File: src/rtl/ppt_pulse_sequencer_pkg.sv
// Shared definitions for the PPT pulse sequencer: FSM states, field widths and
// the minimum legal period/width after clamping.
package ppt_pulse_sequencer_pkg;

  localparam int CLK_DIV_W  = 5;
  localparam int PRESC_W_DF = 32;
  localparam int TIM_W_DF   = 16;
  localparam int CNT_W_DF   = 8;

  localparam int PERIOD_MIN = 2;
  localparam int WIDTH_MIN  = 1;

  typedef enum logic [1:0] {
    ST_IDLE = 2'd0,
    ST_HIGH = 2'd1,
    ST_LOW  = 2'd2,
    ST_DONE = 2'd3
  } state_t;

endpackage

File: src/rtl/ppt_pulse_sequencer_if.sv
// Register-map side of the sequencer: firing configuration in, run status out.
interface ppt_pulse_sequencer_if
  import ppt_pulse_sequencer_pkg::*;
#(
  parameter int TIM_W = TIM_W_DF,
  parameter int CNT_W = CNT_W_DF
) ();

  logic [CLK_DIV_W-1:0] clk_div;
  logic [TIM_W-1:0]     period;
  logic [TIM_W-1:0]     width;
  logic [CNT_W-1:0]     count;
  logic                 run_ppt;
  logic                 ppt_pulse;
  logic [CNT_W-1:0]     count_done;
  logic                 done;
  logic                 busy;

  modport master (
    output clk_div, period, width, count, run_ppt,
    input  ppt_pulse, count_done, done, busy
  );

  modport slave (
    input  clk_div, period, width, count, run_ppt,
    output ppt_pulse, count_done, done, busy
  );

endinterface

File: src/rtl/ppt_pulse_sequencer_prescaler.sv
// Free-running prescaler: one-cycle tick every 2^(clk_div+1) clocks, restartable
// so that each sequencer phase starts on a clean tick boundary.
module ppt_pulse_sequencer_prescaler
  import ppt_pulse_sequencer_pkg::*;
#(
  parameter int PRESC_W = PRESC_W_DF
) (
  input  logic                 clk,
  input  logic                 rst,
  input  logic                 clr,
  input  logic [CLK_DIV_W-1:0] clk_div,
  output logic                 tick
);

  logic [PRESC_W-1:0] r_cnt;
  logic [PRESC_W-1:0] w_term;

  // All-ones mask of clk_div+1 bits; clk_div=31 yields the full counter range.
  assign w_term = {PRESC_W{1'b1}} >> (PRESC_W - 1 - int'(clk_div));
  assign tick   = (r_cnt == w_term);

  // NOTE: sequential state is updated with <= so every flop samples pre-edge values.
  always_ff @(posedge clk) begin
    if (rst || clr || tick) r_cnt <= '0;
    else                    r_cnt <= r_cnt + PRESC_W'(1);
  end

endmodule

File: src/rtl/ppt_pulse_sequencer.sv
// PPT firing sequencer: shadows the register-map configuration at start, then
// alternates HIGH/LOW phases measured in prescaler ticks until count firings.
module ppt_pulse_sequencer
  import ppt_pulse_sequencer_pkg::*;
#(
  parameter int PRESC_W = PRESC_W_DF,
  parameter int TIM_W   = TIM_W_DF,
  parameter int CNT_W   = CNT_W_DF
) (
  input  logic           clk,
  input  logic           rst,
  ppt_pulse_sequencer_if.slave sq
);

  state_t               r_state, w_next;
  logic [CLK_DIV_W-1:0] r_clk_div;
  logic [TIM_W-1:0]     r_period, r_width, r_tick_cnt;
  logic [CNT_W-1:0]     r_count, r_count_done;
  logic                 r_done, r_pulse;

  logic                 w_capture, w_tick, w_phase_end, w_presc_clr;
  logic [TIM_W-1:0]     w_period_c, w_width_c, w_phase_len;

  ppt_pulse_sequencer_prescaler #(.PRESC_W(PRESC_W)) u_presc (
    .clk     (clk),
    .rst     (rst),
    .clr     (w_presc_clr),
    .clk_div (r_clk_div),
    .tick    (w_tick)
  );

  // NOTE: every always_comb output gets a default first so no path infers a latch.
  always_comb begin
    w_period_c = sq.period;
    w_width_c  = sq.width;
    if (sq.period < TIM_W'(PERIOD_MIN)) w_period_c = TIM_W'(PERIOD_MIN);
    if (sq.width < TIM_W'(WIDTH_MIN))   w_width_c  = TIM_W'(WIDTH_MIN);
    if (w_width_c >= w_period_c)        w_width_c  = w_period_c - TIM_W'(1);
  end

  assign w_phase_len = (r_state == ST_HIGH) ? r_width : (r_period - r_width);
  assign w_phase_end = w_tick && (r_tick_cnt == w_phase_len - TIM_W'(1));
  assign w_presc_clr = (w_next != r_state);

  always_comb begin
    w_next    = r_state;
    w_capture = 1'b0;
    case (r_state)
      ST_IDLE: if (sq.run_ppt && !r_done) begin
        w_capture = 1'b1;
        w_next    = (sq.count == '0) ? ST_DONE : ST_HIGH;
      end
      // Abort wins over a coincident phase-end tick.
      ST_HIGH: if (!sq.run_ppt)     w_next = ST_IDLE;
               else if (w_phase_end) w_next = ST_LOW;
      ST_LOW:  if (!sq.run_ppt)     w_next = ST_IDLE;
               else if (w_phase_end) w_next = (r_count_done == r_count) ? ST_DONE : ST_HIGH;
      ST_DONE: if (!sq.run_ppt)     w_next = ST_IDLE;
      default:                      w_next = ST_IDLE;
    endcase
  end

  always_ff @(posedge clk) begin
    if (rst) r_state <= ST_IDLE;
    else     r_state <= w_next;
  end

  // NOTE: shadow registers are reset too, so a run never starts from X config.
  always_ff @(posedge clk) begin
    if (rst) begin
      r_clk_div    <= '0;
      r_period     <= '0;
      r_width      <= '0;
      r_count      <= '0;
      r_tick_cnt   <= '0;
      r_count_done <= '0;
      r_done       <= 1'b0;
      r_pulse      <= 1'b0;
    end else begin
      r_pulse <= (w_next == ST_HIGH);

      if (w_capture) begin
        r_clk_div <= sq.clk_div;
        r_period  <= w_period_c;
        r_width   <= w_width_c;
        r_count   <= sq.count;
      end

      if (w_presc_clr) r_tick_cnt <= '0;
      else if (w_tick) r_tick_cnt <= r_tick_cnt + TIM_W'(1);

      if (w_capture)
        r_count_done <= (sq.count == '0) ? '0 : CNT_W'(1);
      else if (r_state == ST_LOW && w_next == ST_HIGH)
        r_count_done <= r_count_done + CNT_W'(1);

      // done survives DONE->IDLE for one cycle, then clears while run_ppt is low.
      if (w_capture)
        r_done <= 1'b0;
      else if (r_state == ST_DONE || (r_state == ST_LOW && w_next == ST_DONE))
        r_done <= 1'b1;
      else if (r_state == ST_IDLE && !sq.run_ppt)
        r_done <= 1'b0;
    end
  end

  assign sq.ppt_pulse  = r_pulse;
  assign sq.count_done = r_count_done;
  assign sq.done       = r_done;
  assign sq.busy       = (r_state == ST_HIGH) || (r_state == ST_LOW);

endmodule

File: src/flat_wrapper.sv
// flat-port wrapper written by rule: the top's interface ports become plain ports
module ppt_pulse_sequencer_flat import ppt_pulse_sequencer_pkg::*;
#(
  parameter int PRESC_W = PRESC_W_DF,
  parameter int TIM_W   = TIM_W_DF,
  parameter int CNT_W   = CNT_W_DF
)
  (clk, rst, sq_clk_div, sq_period, sq_width, sq_count, sq_run_ppt, sq_ppt_pulse, sq_count_done, sq_done, sq_busy);
  ppt_pulse_sequencer_if #(.TIM_W(TIM_W), .CNT_W(CNT_W)) sq_i ();
  input  logic clk;
  input  logic rst;
  input wire logic [$bits(sq_i.clk_div)-1:0] sq_clk_div;
  input wire logic [$bits(sq_i.period)-1:0] sq_period;
  input wire logic [$bits(sq_i.width)-1:0] sq_width;
  input wire logic [$bits(sq_i.count)-1:0] sq_count;
  input wire logic [$bits(sq_i.run_ppt)-1:0] sq_run_ppt;
  output wire logic [$bits(sq_i.ppt_pulse)-1:0] sq_ppt_pulse;
  output wire logic [$bits(sq_i.count_done)-1:0] sq_count_done;
  output wire logic [$bits(sq_i.done)-1:0] sq_done;
  output wire logic [$bits(sq_i.busy)-1:0] sq_busy;
  assign sq_i.clk_div = sq_clk_div;
  assign sq_i.period = sq_period;
  assign sq_i.width = sq_width;
  assign sq_i.count = sq_count;
  assign sq_i.run_ppt = sq_run_ppt;
  assign sq_ppt_pulse = sq_i.ppt_pulse;
  assign sq_count_done = sq_i.count_done;
  assign sq_done = sq_i.done;
  assign sq_busy = sq_i.busy;
  ppt_pulse_sequencer #(.PRESC_W(PRESC_W), .TIM_W(TIM_W), .CNT_W(CNT_W)) u_core (.clk(clk), .rst(rst), .sq(sq_i));
endmodule
File: config.mk
export PLATFORM = sky130hd
export DESIGN_NAME = ppt_pulse_sequencer_flat
export DESIGN_NICKNAME = d
export VERILOG_FILES = /design/src/rtl/ppt_pulse_sequencer_pkg.sv /design/src/rtl/ppt_pulse_sequencer_if.sv /design/src/rtl/ppt_pulse_sequencer_prescaler.sv /design/src/rtl/ppt_pulse_sequencer.sv /design/src/flat_wrapper.sv
export SDC_FILE = /design/constraint.sdc
export NUM_CORES = 1
export LEC_CHECK = 0
export ABC_CLOCK_PERIOD_IN_PS = 4760
export CORE_MARGIN = 2
export CORE_UTILIZATION = 50
export CTS_CLUSTER_SIZE = 20
export DETAILED_ROUTE_END_ITERATION = 8
export DONT_BUFFER_PORTS = 1
export GPL_TIMING_DRIVEN = 1
export PLACE_DENSITY = 0.65
export SLEW_MARGIN = 30
export SYNTH_ARGS = -nofsm -noshare
export SYNTH_HDL_FRONTEND = slang
export SYNTH_SLANG_ARGS = --single-unit
export TNS_END_PERCENT = 30
File: constraint.sdc
create_clock -name clk -period 4.76 [get_ports clk]
set_clock_uncertainty 0.05 [all_clocks]
set_input_delay 0.952 -clock clk [delete_from_list [all_inputs] [get_ports clk]]
set_output_delay 0.952 -clock clk [all_outputs]
set_load 0.005 [all_outputs]
==> results.toml, run 1 <==
[logic_synthesis]
synth.distinct_cells = 79
muxShareOfSynthArea_pct = 1.87
synth_compound_area_share_pct = 19.4
syn_avg_cell_area_um2 = 7.59
synth_top_family_by_area = "simple AND/OR/NAND/NOR gates"
synthCells = 1102
synth_ff_type = "dfxtp_1"
syn_area_um2 = 8370
synth_warnings = 0
synth_nets = 1192
async_flop_share_pct = 0
synthAdderAreaFrac_pct = 6.37
yosysSeqAreaShare_pct = 25.1
synth_edf_count = 0
synth-xor-area-share_pct = 9.63
ys_ff_latch = 105
yosys.area_share.simple_pct = 30.9

[power_and_ir_drop]
p_sw_mw = 1.25
total_power_mw = 3.18
p_sw_share_pct = 39.4
p_int_mw = 1.92
peakVddDrop_v = 0.000223
p_seq_share_pct = 30.7
powerDensity_nw_per_um2 = 323
power.leakage_nw = 3.64
p_clk_share_pct = 23.2
comb_power_share_pct = 46.1

[critical_path]
critPathMaxFanout = 8
cp.buffers_inverters = 5
path_class = "flop to flop"
worstSetupEndpointType = "flop"
reg2reg_to = "u_core.u_presc.r_cnt[16]$_SDFF_PP0_"
startpoint_type = "flop"
r2r_cells = 18
slowest_stage = "or4_4"
max_stage_delay_ns = 0.56
cp.required_ns = 4.98
crit_start = "u_core.r_clk_div[2]$_SDFFE_PP0P_"
arrival_ns = 4.90
timing.reg2reg.setup_slack_ns = 0.09
critical_path.top_delay_family = "simple AND/OR/NAND/NOR gates"
crit_path_cell_trace = "buf_4 -> or3_4 -> a221oi_1 -> a31o_2 -> a22o_1 -> nand2_1 -> or4_4 -> a311o_1 -> or4_4 -> a211oi_4 -> buf_6 -> o21a_4 -> buf_6 -> o211a_4 -> nor3b_4 -> buf_12 -> clkbuf_16 -> nor4_4"
r2r_start = "u_core.r_clk_div[2]$_SDFFE_PP0P_"

[floorplanning]
initial_core_util_pct = 50.8
core_area_um2 = 16500
dieArea_um2 = 17800
ioPinCount = 59
die_w_um = 133
rows = 47
dieHeight_um = 133

[sta]
layout_setup_ws_ns = 0.0867
tns_ns = 0
clock.fmax_mhz = 214
drv_slew = 0
hold_viol = 0
rsz0062_at_grt = "true"
hold_ws_ns = 0.404
period_minus_slack_ns = 4.67
worst_pin_slew_ns = 1.19
finalCritPeriodShare_pct = 98.2
setup_violations = 0
slew_headroom_pct = 20.2

[place]
pre_cts_slack_ns = -0.206
hpwl_mm = 16.7
io_buffers = 0
gp_congestion = 0.987

[detailed_routing]
finalWirelength_mm = 23.5
routedWlPerCell_um = 17.5
first_iter_violations = 504
antenna_left = 0
vias_per_cell = 6.00
num_vias = 8035
firstDrtPassIters = 5
drc = 0

[outcome]
status = "complete, no violations"

[global_routing]
grt_antenna_before_repair = 0
grt_overflow = 0
grt_start_max_net_pins = 54
grt_pass1_wl_mm = 37.1
grt_pass1_vias = 7441
grt_usage_pct = 25.7

[finish]
final_nets = 1205
drive_gt1_share_pct = 17.4
area_delta_synth_final_pct = 17.5
num_antenna_cells = 0

[hold_path]
min_to = "u_core.r_period[7]$_SDFFE_PP0P_"
hold_depth = 2
hp-class = "flop to flop"
hp-start = "u_core.r_period[7]$_SDFFE_PP0P_"

[cts]
cts_tree = "yes"
cts_buffers = 9
clk_latency_ns = 0.36
cts-root-buf = "clkbuf_16"
cts_sinks = 105
cts.path.max_buffers = 2
clk_pin_slew_ns = 0.07
htreeDepth = 3

[flow_run]
maxCapViolCount = 0
-- metal layers --
layer  GRT usage (%)  vias up  routed length, um
met1            34.0     3818              11000
li1                -     3987                  -
met3            3.92       33               1110
met4            8.57        0                510
met5               0        -                  0
met2            42.8      197              10900
-- synthesized netlist by cell type, types with 11 or more instances --
library cell | instances | area, um^2
nand2_1 | 178 | 668
dfxtp_1 | 105 | 2100
a21oi_1 | 73 | 365
nor2_1 | 67 | 251
xnor2_1 | 57 | 499
clkbuf_1 | 51 | 191
inv_1 | 51 | 191
ha_1 | 41 | 513
nor4_1 | 37 | 231
xor2_1 | 35 | 307
nand3_1 | 29 | 145
o21ai_0 | 29 | 145
nor4_2 | 25 | 313
o211ai_1 | 25 | 188
nand4_1 | 23 | 144
nor3_1 | 19 | 95.1
and3_1 | 18 | 113
or3_1 | 17 | 106
a21o_1 | 16 | 120
nand2b_1 | 12 | 75.1
nor2b_1 | 11 | 68.8
-- logic make-up after synthesis --
kind of cell | Yosys count
flip-flops | 105
XOR/XNOR | 92
adder cells (fa/ha/maj) | 42
AO/OA/AOI/OAI | 238
multiplexers | 15
AND/OR/NAND/NOR | 483
buffers and inverters | 127
-- what timing repair did --
action,4_1_cts,5_1_grt
hold buffers,0,0
setup endpoints to repair,55,72
setup buffers,1,9
pin swaps,5,22
resized for setup,18,68
cloned,1,8
-- worst reg2reg max path: cells and delay by family (launching register included) --
kind / cells / cell delay (ns)
AND/OR/NAND/NOR: 6 / 1.89
AO/OA/AOI/OAI: 7 / 1.53
buffers and inverters: 5 / 0.76
flip-flops: 1 / 0.37
-- worst max-delay path by stage --
stage | end | slack [ns] | cells after the start
2_1_floorplan | u_core.r_width[1]$_SDFFE_PP0P_ | 0.002 | 20
3_3_place_gp | u_core.r_width[7]$_SDFFE_PP0P_ | -0.15 | 19
3_5_place_dp | u_core.r_width[7]$_SDFFE_PP0P_ | -0.21 | 19
4_1_cts | u_core.u_presc.r_cnt[1]$_SDFF_PP0_ | 0.004 | 21
5_1_grt | u_core.r_width[9]$_SDFFE_PP0P_ | -0.06 | 21
6_report | u_core.u_presc.r_cnt[16]$_SDFF_PP0_ | 0.09 | 18
-- cell usage in the layout, fill, tap and decap left out, drive strengths merged, types with 8 or more instances in the layout --
cell type | netlist | routed
a211oi | 10 | 10
a21o | 16 | 16
a21oi | 73 | 73
a31oi | 10 | 10
and2 | 12 | 12
and3 | 18 | 18
buf | 24 | 72
clkbuf | 51 | 14
dfxtp | 105 | 105
ha | 41 | 41
inv | 51 | 54
mux2i | 10 | 10
nand2 | 178 | 178
nand2b | 12 | 12
nand3 | 29 | 29
nand4 | 23 | 23
nor2 | 67 | 67
nor2b | 11 | 11
nor3 | 19 | 19
nor4 | 62 | 62
o2111ai | 8 | 8
o211ai | 25 | 25
o21a | 11 | 11
o21ai | 34 | 34
or3 | 17 | 17
or4 | 9 | 9
xnor2 | 57 | 57
xor2 | 35 | 35
-- per-stage QoR --
| step | cells | utilization, % | instance area [um^2] |
|---|---|---|---|
| after global placement | 1306 | 53.6 | 8830 |
| after CTS | 1324 | 56.2 | 9260 |
| after detailed placement | 1306 | 53.6 | 8830 |
| after floorplan | 1102 | - | 8390 |
| after global routing | 1340 | 59.7 | 9830 |
| final | 1340 | 59.7 | 9830 |
-- power by group through the flow --
stage / Sequential, mW / Combinational, mW / Clock, mW
2_1_floorplan: 0.976 / 0.943 / 0
3_3_place_gp: 0.993 / 1.21 / 0
3_5_place_dp: 0.994 / 1.22 / 0
4_1_cts: 0.973 / 1.28 / 0.758
5_1_grt: 0.981 / 1.61 / 0.789
6_report: 0.974 / 1.47 / 0.737
-- state kept, by name (all words and copies together) (netlist names) --
register and count:
u_core.r_clk_div 5, u_core.r_count 8, u_core.r_period 16, u_core.r_state 2, u_core.r_tick_cnt 16, u_core.r_width 16
u_core.sq.count_done 8, u_core.sq.done 1, u_core.sq.ppt_pulse 1, u_core.u_presc.r_cnt 32
-- layout make-up --
cell class	count	area, um^2
clock buffers	9	225
clock inverters	7	61.3
fillers	1521	6630
inverters	52	195
multi-input cells	870	6150
flip-flops and latches	105	2110
well taps	220	275
repair buffers	77	816
Power figures use the tool's default switching activity.
==> run 2, diff against run 1 <==
SLEW_MARGIN = not set   (was 30)
==> results of run 2 <==
Final layout, timing and power as in run 1 (identical DEF).
